**config.mk**
```make
export PLATFORM = sky130hd
export DESIGN_NAME = mul_div_unit_flat
export DESIGN_NICKNAME = d
export VERILOG_FILES = /design/src/rtl/mul_div_unit_if.sv /design/src/rtl/mul_div_unit.sv /design/src/flat_wrapper.sv
export SDC_FILE = /design/constraint.sdc
export NUM_CORES = 2
export LEC_CHECK = 0
export ABC_CLOCK_PERIOD_IN_PS = 26400
export CORE_MARGIN = 4
export CORE_UTILIZATION = 50
export CTS_CLUSTER_SIZE = 28
export DETAILED_ROUTE_END_ITERATION = 10
export PLACE_DENSITY = 0.66
export SETUP_SLACK_MARGIN = 0.05
export SYNTH_ARGS = -nofsm -noshare
export SYNTH_HDL_FRONTEND = slang
export SYNTH_SLANG_ARGS = --single-unit
```
**constraint.sdc**
```tcl
create_clock -name clk -period 26.4 [get_ports clk]
set_clock_uncertainty 0.15 [all_clocks]
set_input_delay 5.28 -clock clk [delete_from_list [all_inputs] [get_ports clk]]
set_output_delay 5.28 -clock clk [all_outputs]
set_load 0.02 [all_outputs]
```
**src/rtl/mul_div_unit_if.sv**
```systemverilog
// Execute-stage handshake between the ID/EX register, the mul/div unit and write-back.
// master drives the operation request and flush; slave returns stall, result and destination.
interface mul_div_unit_if;
  logic        mulDivEnEX;
  logic [2:0]  mulDivOpEX;
  logic [31:0] operandAEX;
  logic [31:0] operandBEX;
  logic [4:0]  rdAddrEX;
  logic        flushEX;
  logic        stallMD;
  logic        doneMD;
  logic [31:0] resultMD;
  logic [4:0]  rdAddrMD;

  modport master (
    output mulDivEnEX, mulDivOpEX, operandAEX, operandBEX, rdAddrEX, flushEX,
    input  stallMD, doneMD, resultMD, rdAddrMD
  );

  modport slave (
    input  mulDivEnEX, mulDivOpEX, operandAEX, operandBEX, rdAddrEX, flushEX,
    output stallMD, doneMD, resultMD, rdAddrMD
  );
endinterface

```
**src/rtl/mul_div_unit.sv**
```systemverilog
// Iterative RV32M mul/div: multiply done 2 cycles after start, divide 33 (div-by-zero/overflow 1).
// Back-pressure is stallMD, held from the start cycle until the cycle before the one-cycle doneMD.
module mul_div_unit (
  input  logic           clk,
  input  logic           arstn,
  mul_div_unit_if.slave  md
);

  typedef enum logic [1:0] {S_IDLE, S_MUL, S_DIV, S_DONE} state_t;

  state_t      state, state_n;
  logic [31:0] a_q, b_q, rem_q, result_q;
  logic [2:0]  op_q;
  logic [4:0]  rd_q, rdaddr_q, cnt_q;
  logic        mul_sa_q, mul_sb_q, qneg_q, rneg_q;

  logic        sdiv, div_zero, div_ovf, fast;
  logic [31:0] spec_res;
  logic [65:0] mul_a, mul_b, prod;
  logic [32:0] shifted, diff;
  logic        qbit;
  logic [31:0] rem_nxt, quo_nxt, div_res;

  // Operand checks on the incoming (not yet latched) instruction
  assign sdiv     = md.mulDivOpEX[2] & ~md.mulDivOpEX[0];
  assign div_zero = (md.operandBEX == 32'd0);
  assign div_ovf  = sdiv & (md.operandAEX == 32'h8000_0000) & (md.operandBEX == 32'hFFFF_FFFF);
  assign fast     = md.mulDivOpEX[2] & (div_zero | div_ovf);
  assign spec_res = div_zero ? (md.mulDivOpEX[1] ? md.operandAEX : 32'hFFFF_FFFF)
                             : (md.mulDivOpEX[1] ? 32'd0 : 32'h8000_0000);

  // 33x33 signed product; only the low 64 bits are ever used
  assign mul_a = {{34{mul_sa_q & a_q[31]}}, a_q};
  assign mul_b = {{34{mul_sb_q & b_q[31]}}, b_q};
  assign prod  = mul_a * mul_b;

  // One restoring step: a_q shifts the dividend out and the quotient in
  assign shifted = {rem_q, a_q[31]};
  assign diff    = shifted - {1'b0, b_q};
  assign qbit    = ~diff[32];
  assign rem_nxt = qbit ? diff[31:0] : shifted[31:0];
  assign quo_nxt = {a_q[30:0], qbit};
  assign div_res = op_q[1] ? (rneg_q ? -rem_nxt : rem_nxt)
                           : (qneg_q ? -quo_nxt : quo_nxt);

  always_ff @(posedge clk or negedge arstn) begin
    if (!arstn) begin
      state <= S_IDLE;
    end else begin
      state <= state_n;
    end
  end

  always_comb begin
    state_n    = state;
    md.stallMD = 1'b0;
    md.doneMD  = 1'b0;
    case (state)
      S_IDLE: begin
        if (md.mulDivEnEX) begin
          md.stallMD = 1'b1;
          if (!md.mulDivOpEX[2]) state_n = S_MUL;
          else if (fast)         state_n = S_DONE;
          else                   state_n = S_DIV;
        end
      end
      S_MUL: begin
        md.stallMD = 1'b1;
        state_n    = S_DONE;
      end
      S_DIV: begin
        md.stallMD = 1'b1;
        if (cnt_q == 5'd31) state_n = S_DONE;
      end
      S_DONE: begin
        md.doneMD = 1'b1;
        state_n   = S_IDLE;
      end
      default: state_n = S_IDLE;
    endcase
    if (md.flushEX) begin
      state_n    = S_IDLE;
      md.stallMD = 1'b0;
    end
  end

  always_ff @(posedge clk or negedge arstn) begin
    if (!arstn) begin
      a_q      <= '0;
      b_q      <= '0;
      rem_q    <= '0;
      op_q     <= '0;
      rd_q     <= '0;
      cnt_q    <= '0;
      mul_sa_q <= 1'b0;
      mul_sb_q <= 1'b0;
      qneg_q   <= 1'b0;
      rneg_q   <= 1'b0;
      result_q <= '0;
      rdaddr_q <= '0;
    end else if (!md.flushEX) begin
      case (state)
        S_IDLE: begin
          if (md.mulDivEnEX) begin
            a_q      <= (sdiv & md.operandAEX[31]) ? -md.operandAEX : md.operandAEX;
            b_q      <= (sdiv & md.operandBEX[31]) ? -md.operandBEX : md.operandBEX;
            rem_q    <= '0;
            cnt_q    <= '0;
            op_q     <= md.mulDivOpEX;
            rd_q     <= md.rdAddrEX;
            mul_sa_q <= ~md.mulDivOpEX[2] & (md.mulDivOpEX[1:0] != 2'd3);
            mul_sb_q <= ~md.mulDivOpEX[2] & ~md.mulDivOpEX[1];
            qneg_q   <= sdiv & (md.operandAEX[31] ^ md.operandBEX[31]);
            rneg_q   <= sdiv & md.operandAEX[31];
            if (fast) begin
              result_q <= spec_res;
              rdaddr_q <= md.rdAddrEX;
            end
          end
        end
        S_MUL: begin
          result_q <= (op_q == 3'd0) ? prod[31:0] : prod[63:32];
          rdaddr_q <= rd_q;
        end
        S_DIV: begin
          a_q   <= quo_nxt;
          rem_q <= rem_nxt;
          cnt_q <= cnt_q + 5'd1;
          if (cnt_q == 5'd31) begin
            result_q <= div_res;
            rdaddr_q <= rd_q;
          end
        end
        default: ;
      endcase
    end
  end

  assign md.resultMD = result_q;
  assign md.rdAddrMD = rdaddr_q;

endmodule

```
**src/flat_wrapper.sv**
```systemverilog
// flat-port wrapper written by rule: the top's interface ports become plain ports
module mul_div_unit_flat 
  (clk, arstn, md_mulDivEnEX, md_mulDivOpEX, md_operandAEX, md_operandBEX, md_rdAddrEX, md_flushEX, md_stallMD, md_doneMD, md_resultMD, md_rdAddrMD);
  mul_div_unit_if md_i ();
  input  logic clk;
  input  logic arstn;
  input wire logic [$bits(md_i.mulDivEnEX)-1:0] md_mulDivEnEX;
  input wire logic [$bits(md_i.mulDivOpEX)-1:0] md_mulDivOpEX;
  input wire logic [$bits(md_i.operandAEX)-1:0] md_operandAEX;
  input wire logic [$bits(md_i.operandBEX)-1:0] md_operandBEX;
  input wire logic [$bits(md_i.rdAddrEX)-1:0] md_rdAddrEX;
  input wire logic [$bits(md_i.flushEX)-1:0] md_flushEX;
  output wire logic [$bits(md_i.stallMD)-1:0] md_stallMD;
  output wire logic [$bits(md_i.doneMD)-1:0] md_doneMD;
  output wire logic [$bits(md_i.resultMD)-1:0] md_resultMD;
  output wire logic [$bits(md_i.rdAddrMD)-1:0] md_rdAddrMD;
  assign md_i.mulDivEnEX = md_mulDivEnEX;
  assign md_i.mulDivOpEX = md_mulDivOpEX;
  assign md_i.operandAEX = md_operandAEX;
  assign md_i.operandBEX = md_operandBEX;
  assign md_i.rdAddrEX = md_rdAddrEX;
  assign md_i.flushEX = md_flushEX;
  assign md_stallMD = md_i.stallMD;
  assign md_doneMD = md_i.doneMD;
  assign md_resultMD = md_i.resultMD;
  assign md_rdAddrMD = md_i.rdAddrMD;
  mul_div_unit u_core (.clk(clk), .arstn(arstn), .md(md_i));
endmodule
```
* Word-level counts from Yosys, hierarchy flattened
Cells that the tools add are included.
** Operators by class
- Add/sub/neg operators :: 6
- Eq/ne operators :: 12
- Shifts and indexed selects :: 0
- Div/mod/pow operators :: 0
- Bitwise operators :: 18
- Mux-type cells :: 34
- Reduce and logical (&&, ||, !) cells :: 10
- $lt $le $gt $ge :: 0
- Multiply operators :: 1
** Operators by type and width (number)
- 32-bit 2-to-1 mux :: 15
- 32-bit negation :: 4
- 32-bit one-hot mux with 2 select lines :: 2
- 32-bit one-hot mux with 3 select lines :: 1
- 32-bit == test, second input constant :: 2
- 33-bit by 33-bit multiplier with 64-bit output :: 1
- 33-bit by 32-bit subtractor with 33-bit output :: 1
- 32-bit logical NOT :: 1
- 5-bit 2-to-1 mux :: 4
- 5-bit one-hot mux with 3 select lines :: 1
- 1-bit bitwise AND :: 11
- 5-bit one-hot mux with 2 select lines :: 1
- 2-bit 2-to-1 mux :: 4
- 2-bit one-hot mux with 4 select lines :: 1
- 3-bit AND reduction :: 2
- 5-bit by 1-bit adder with 5-bit output, second input constant :: 1
- 5-bit == test, second input constant :: 1
- 1-bit inverter :: 5
- 5-bit AND reduction :: 1
- 2-bit == test, second input constant :: 2
- 1-bit 2-to-1 mux :: 4
- 2-bit by 1-bit != test with 1-bit output, second input constant :: 2
- 2-bit != test, second input constant :: 2
- 3-bit logical NOT :: 1
- other kinds (11) :: 11
** Storage, ports and cells
- Memories kept :: 0
- Register bits :: 152
- Memory bits (writable) :: 0
- Bits in latches :: 0
- Input bits :: 76
- Output and inout port bits :: 39
- Bits in read-only memories :: 0

* Depth between registers and ports, before layout
- Depth after elaboration :: 11
- Mapped depth :: 32
- Depth with buffers taken out :: 30

* Worst setup path before layout
OpenSTA, ideal clock, no wires.
- Kind :: input -> output
- Start point :: in md_flushEX
- End point :: out md_stallMD
- Setup slack :: 15.006 ns
- Data arrival time :: 5.964 ns
- Path buffers :: 1
- Stages on the path :: 2
- Cell sequence :: clkbuf_1 a211oi_1
** Between the ends
- Longest elaborated chain between the ends :: 1
** RTL lines
- from (decl) :: line flat_wrapper.sv:12 : input wire logic [$bits(md_i.flushEX)-1:0] md_flushEX;
- 1-bit 2-to-1 mux :: line mul_div_unit.sv:81 : if (md.flushEX) begin
- to (decl) :: line flat_wrapper.sv:13 : output wire logic [$bits(md_i.stallMD)-1:0] md_stallMD;
No other way between the ends.

* Final worst setup path
- Start point :: in md_mulDivEnEX
- End point :: out md_stallMD
** Between the ends
- Longest elaborated chain between the ends :: 3
** RTL lines
- from (decl) :: line flat_wrapper.sv:7 : input wire logic [$bits(md_i.mulDivEnEX)-1:0] md_mulDivEnEX;
- 1-bit 2-to-1 mux :: line mul_div_unit.sv:60 : if (md.mulDivEnEX) begin
- 1-bit one-hot mux with 2 select lines :: line mul_div_unit.sv:58 : case (state)
- 1-bit 2-to-1 mux :: line mul_div_unit.sv:81
No other way between the ends.

==> results.txt <==
run status -> completed
I/O Buffers -> 114
net count of the finished layout -> 7193
number of buffers between clock root and the deepest sink -> 2
area taken by multi-input logic gates -> 41100 sq um
worst hold path type -> flop to flop
DRT iter0 DRCs -> 3566
Hold Violations, Final -> 0
fraction of layout instances using a drive strength above 1 -> 0.0320
max-slew violations -> 0
fmax -> 0.0817 GHz
warnings from Yosys -> 0
Avg Inst Size Synth -> 8.66 sq um
largest fanout of any net on the critical path -> 4
post-synth top area share -> 0.445
number of placed I/O pins -> 115
count of cell types in the netlist -> 100
H-Tree Depth -> 4
post-route minimum period -> 12240 ps
Hold Slack -> 333 ps
total of endpoints with negative setup slack in the final report -> 0
clock root buffer -> clkbuf_16
full die area -> 107000 sq um
critical setup path kind -> input port to output pin
DRC violation count after routing -> 0
launching element type of the critical path -> input port
Detailed Place HPWL -> 128000 um
worst slew pin tran -> 1180 ps
Die X-Extent -> 326 um
Critical Path End Type -> output pin
CP max-delay cell -> clkdlybuf4s50_1
combined flip-flop and latch cell area -> 3800 sq um
ratio of routed vias to standard cells -> 5.72
CTS resizes -> 0
setup repair after global routing missed its margin -> no
router iterations before antenna repair -> 8
Post-Syn Area -> 50700 sq um
first-pass GRT wire length -> 256000 um
number of buffers and inverters on the critical path -> 2
vias in the first global route -> 42564
r2r setup slk -> 16360 ps
fraction of the cycle the final worst path needs -> 0.464
part of the Yosys area used for sequential elements -> 0.0750
top area cells in the synthesized netlist -> fa_1 (44%), inv_1 (8.9%), dfrtp_1 (7.5%)
#FFs+latches synth -> 152
most common cell after layout, fill and taps aside -> inv_1
Most common cell on crit path -> clkdlybuf4s50_1
number of max-cap violations -> 0
final wirelength -> 164000 um
data required time at the worst endpoint -> 20970 ps
routability congestion estimate from global placement -> 0.978
Filler Cell Count -> 9291
final antenna diode count -> 0
post-route setup TNS -> 0 ps
cell-by-cell listing of the critical path -> clkdlybuf4s50_1, nand2_1, a211oi_1, clkdlybuf4s50_1
largest area contributor in the netlist -> fa_1
number of buffers created by CTS -> 17
total core area -> 100000 sq um
hold buffers post-CTS -> 0
cell count after synthesis -> 5850
final global-route overflow total -> 0
ys async rst share -> 1.00
Initial Utilization -> 0.505
Clock Pin Slew Worst Setup and Hold Paths -> 70 ps
Die H -> 326 um
top_reg_cell synth -> dfrtp_1
Mapped Nets -> 7308
clock tree from TritonCTS -> done
total routing resource utilization after global routing -> 0.314
delay of the slowest cell on the worst path -> 660 ps
maximum number of pins on one net before global-route repair -> 96
largest delay contributor family on the critical path -> buffers and inverters
total vias in the final route -> 40672
insertion delay to the later sink of the worst-skew pair -> 490 ps
area growth from synthesis to final layout -> 5.61%
number of synthesized flops with an enable pin -> 0
data arrival time at the worst-slack endpoint -> 6810 ps
clock sinks -> 152
routed wire length per instance -> 23.0 um
number of setup buffers added after CTS -> 0
worst max-slew margin expressed relative to the limit -> 0.215
leading cell types in the layout, fill and taps excluded -> inv_1 (1201), fa_1 (1126), nand2_1 (947)
standard-cell rows -> 116
remaining antenna violation count -> 0
initial antenna violation count -> 5
final cells by class:
| cell class | instances | share of cell area |
|---|---|---|
| repair buffers | 207 | 0.0344 |
| inverters | 1205 | 0.0846 |
| well taps | 1357 | 0.0317 |
| clock buffers | 18 | 0.00820 |
| multi-input cells | 4152 | 0.767 |
| clock inverters | 14 | 0.00302 |
| flip-flops and latches | 152 | 0.0711 |
cells by family after synthesis:
family                   synth area share
XOR/XNOR                           0.0327
buffers and inverters               0.115
flip-flops                         0.0750
multiplexers                      0.00869
adder cells (fa/ha/maj)             0.508
AO/OA/AOI/OAI                      0.0984
AND/OR/NAND/NOR                     0.162
worst reg2reg max path: cells and delay by family (launching register included):
| family | cells | cell delay (ps) |
|---|---|---|
| AO/OA/AOI/OAI | 7 | 2190 |
| XOR/XNOR | 1 | 330 |
| adder cells (fa/ha/maj) | 9 | 4590 |
| buffers and inverters | 7 | 1690 |
| flip-flops | 1 | 320 |
| AND/OR/NAND/NOR | 3 | 660 |
state kept, by name, indices dropped and copies added, names as in the netlist, 2 cells and up:
name / flops
u_core.b_q: 32
u_core.cnt_q: 5
u_core.op_q: 3
u_core.md.rdAddrMD: 5
u_core.md.resultMD: 32
u_core.a_q: 32
u_core.rd_q: 5
u_core.state: 2
u_core.rem_q: 32
synth_stat cells (17+ instances only):
library cell and count:
nor3_1 42, xnor2_1 111, or3_1 26, o21a_1 17, nand2_1 947, and2_1 327
xor2_1 78, mux2i_1 35, nand2b_1 20, inv_1 1201, a211oi_1 27, nand4_1 30
o31ai_1 28, a21o_1 61, a21oi_1 195, nor2_1 199, buf_1 31, and3_1 37
nand3_1 45, ha_1 256, fa_1 1126, o21ai_0 244, dfrtp_1 152, clkbuf_1 295
layer usage:
metal  track usage  up-vias  wire length, um
li1              -    17580                -
met1         0.423    20937            65100
met2         0.513     1781            77300
met3        0.0504      368            13400
met4         0.125        6             7890
met5             0        -               39
final timing paths:
path,from,to,cells past startpoint
worst max-delay path,md_mulDivEnEX,md_stallMD,4
worst min-delay path,u_core.md.resultMD[8],u_core.md.resultMD[8],2
worst max register to register,u_core.a_q[31],u_core.md.resultMD[22],27
worst min register to register,u_core.md.resultMD[8],u_core.md.resultMD[8],2
max in group asynchronous,arstn,u_core.rem_q[21],2
min in group asynchronous,arstn,u_core.cnt_q[1],1
per-stage QoR:
stage | util | area (sq um) | setup slack (ps) | cells
global route | 0.534 | 53500 | 14110 | 7105
global placement | 0.528 | 52900 | 14180 | 7073
floorplan | - | 50700 | 15010 | 5850
CTS | 0.534 | 53500 | 14170 | 7105
finish | 0.534 | 53500 | 14160 | 7105
detailed placement | 0.528 | 52900 | 14160 | 7073
Power is not shown: default switching activity piles up to over one toggle a cycle in this logic, so the estimate is an artifact.
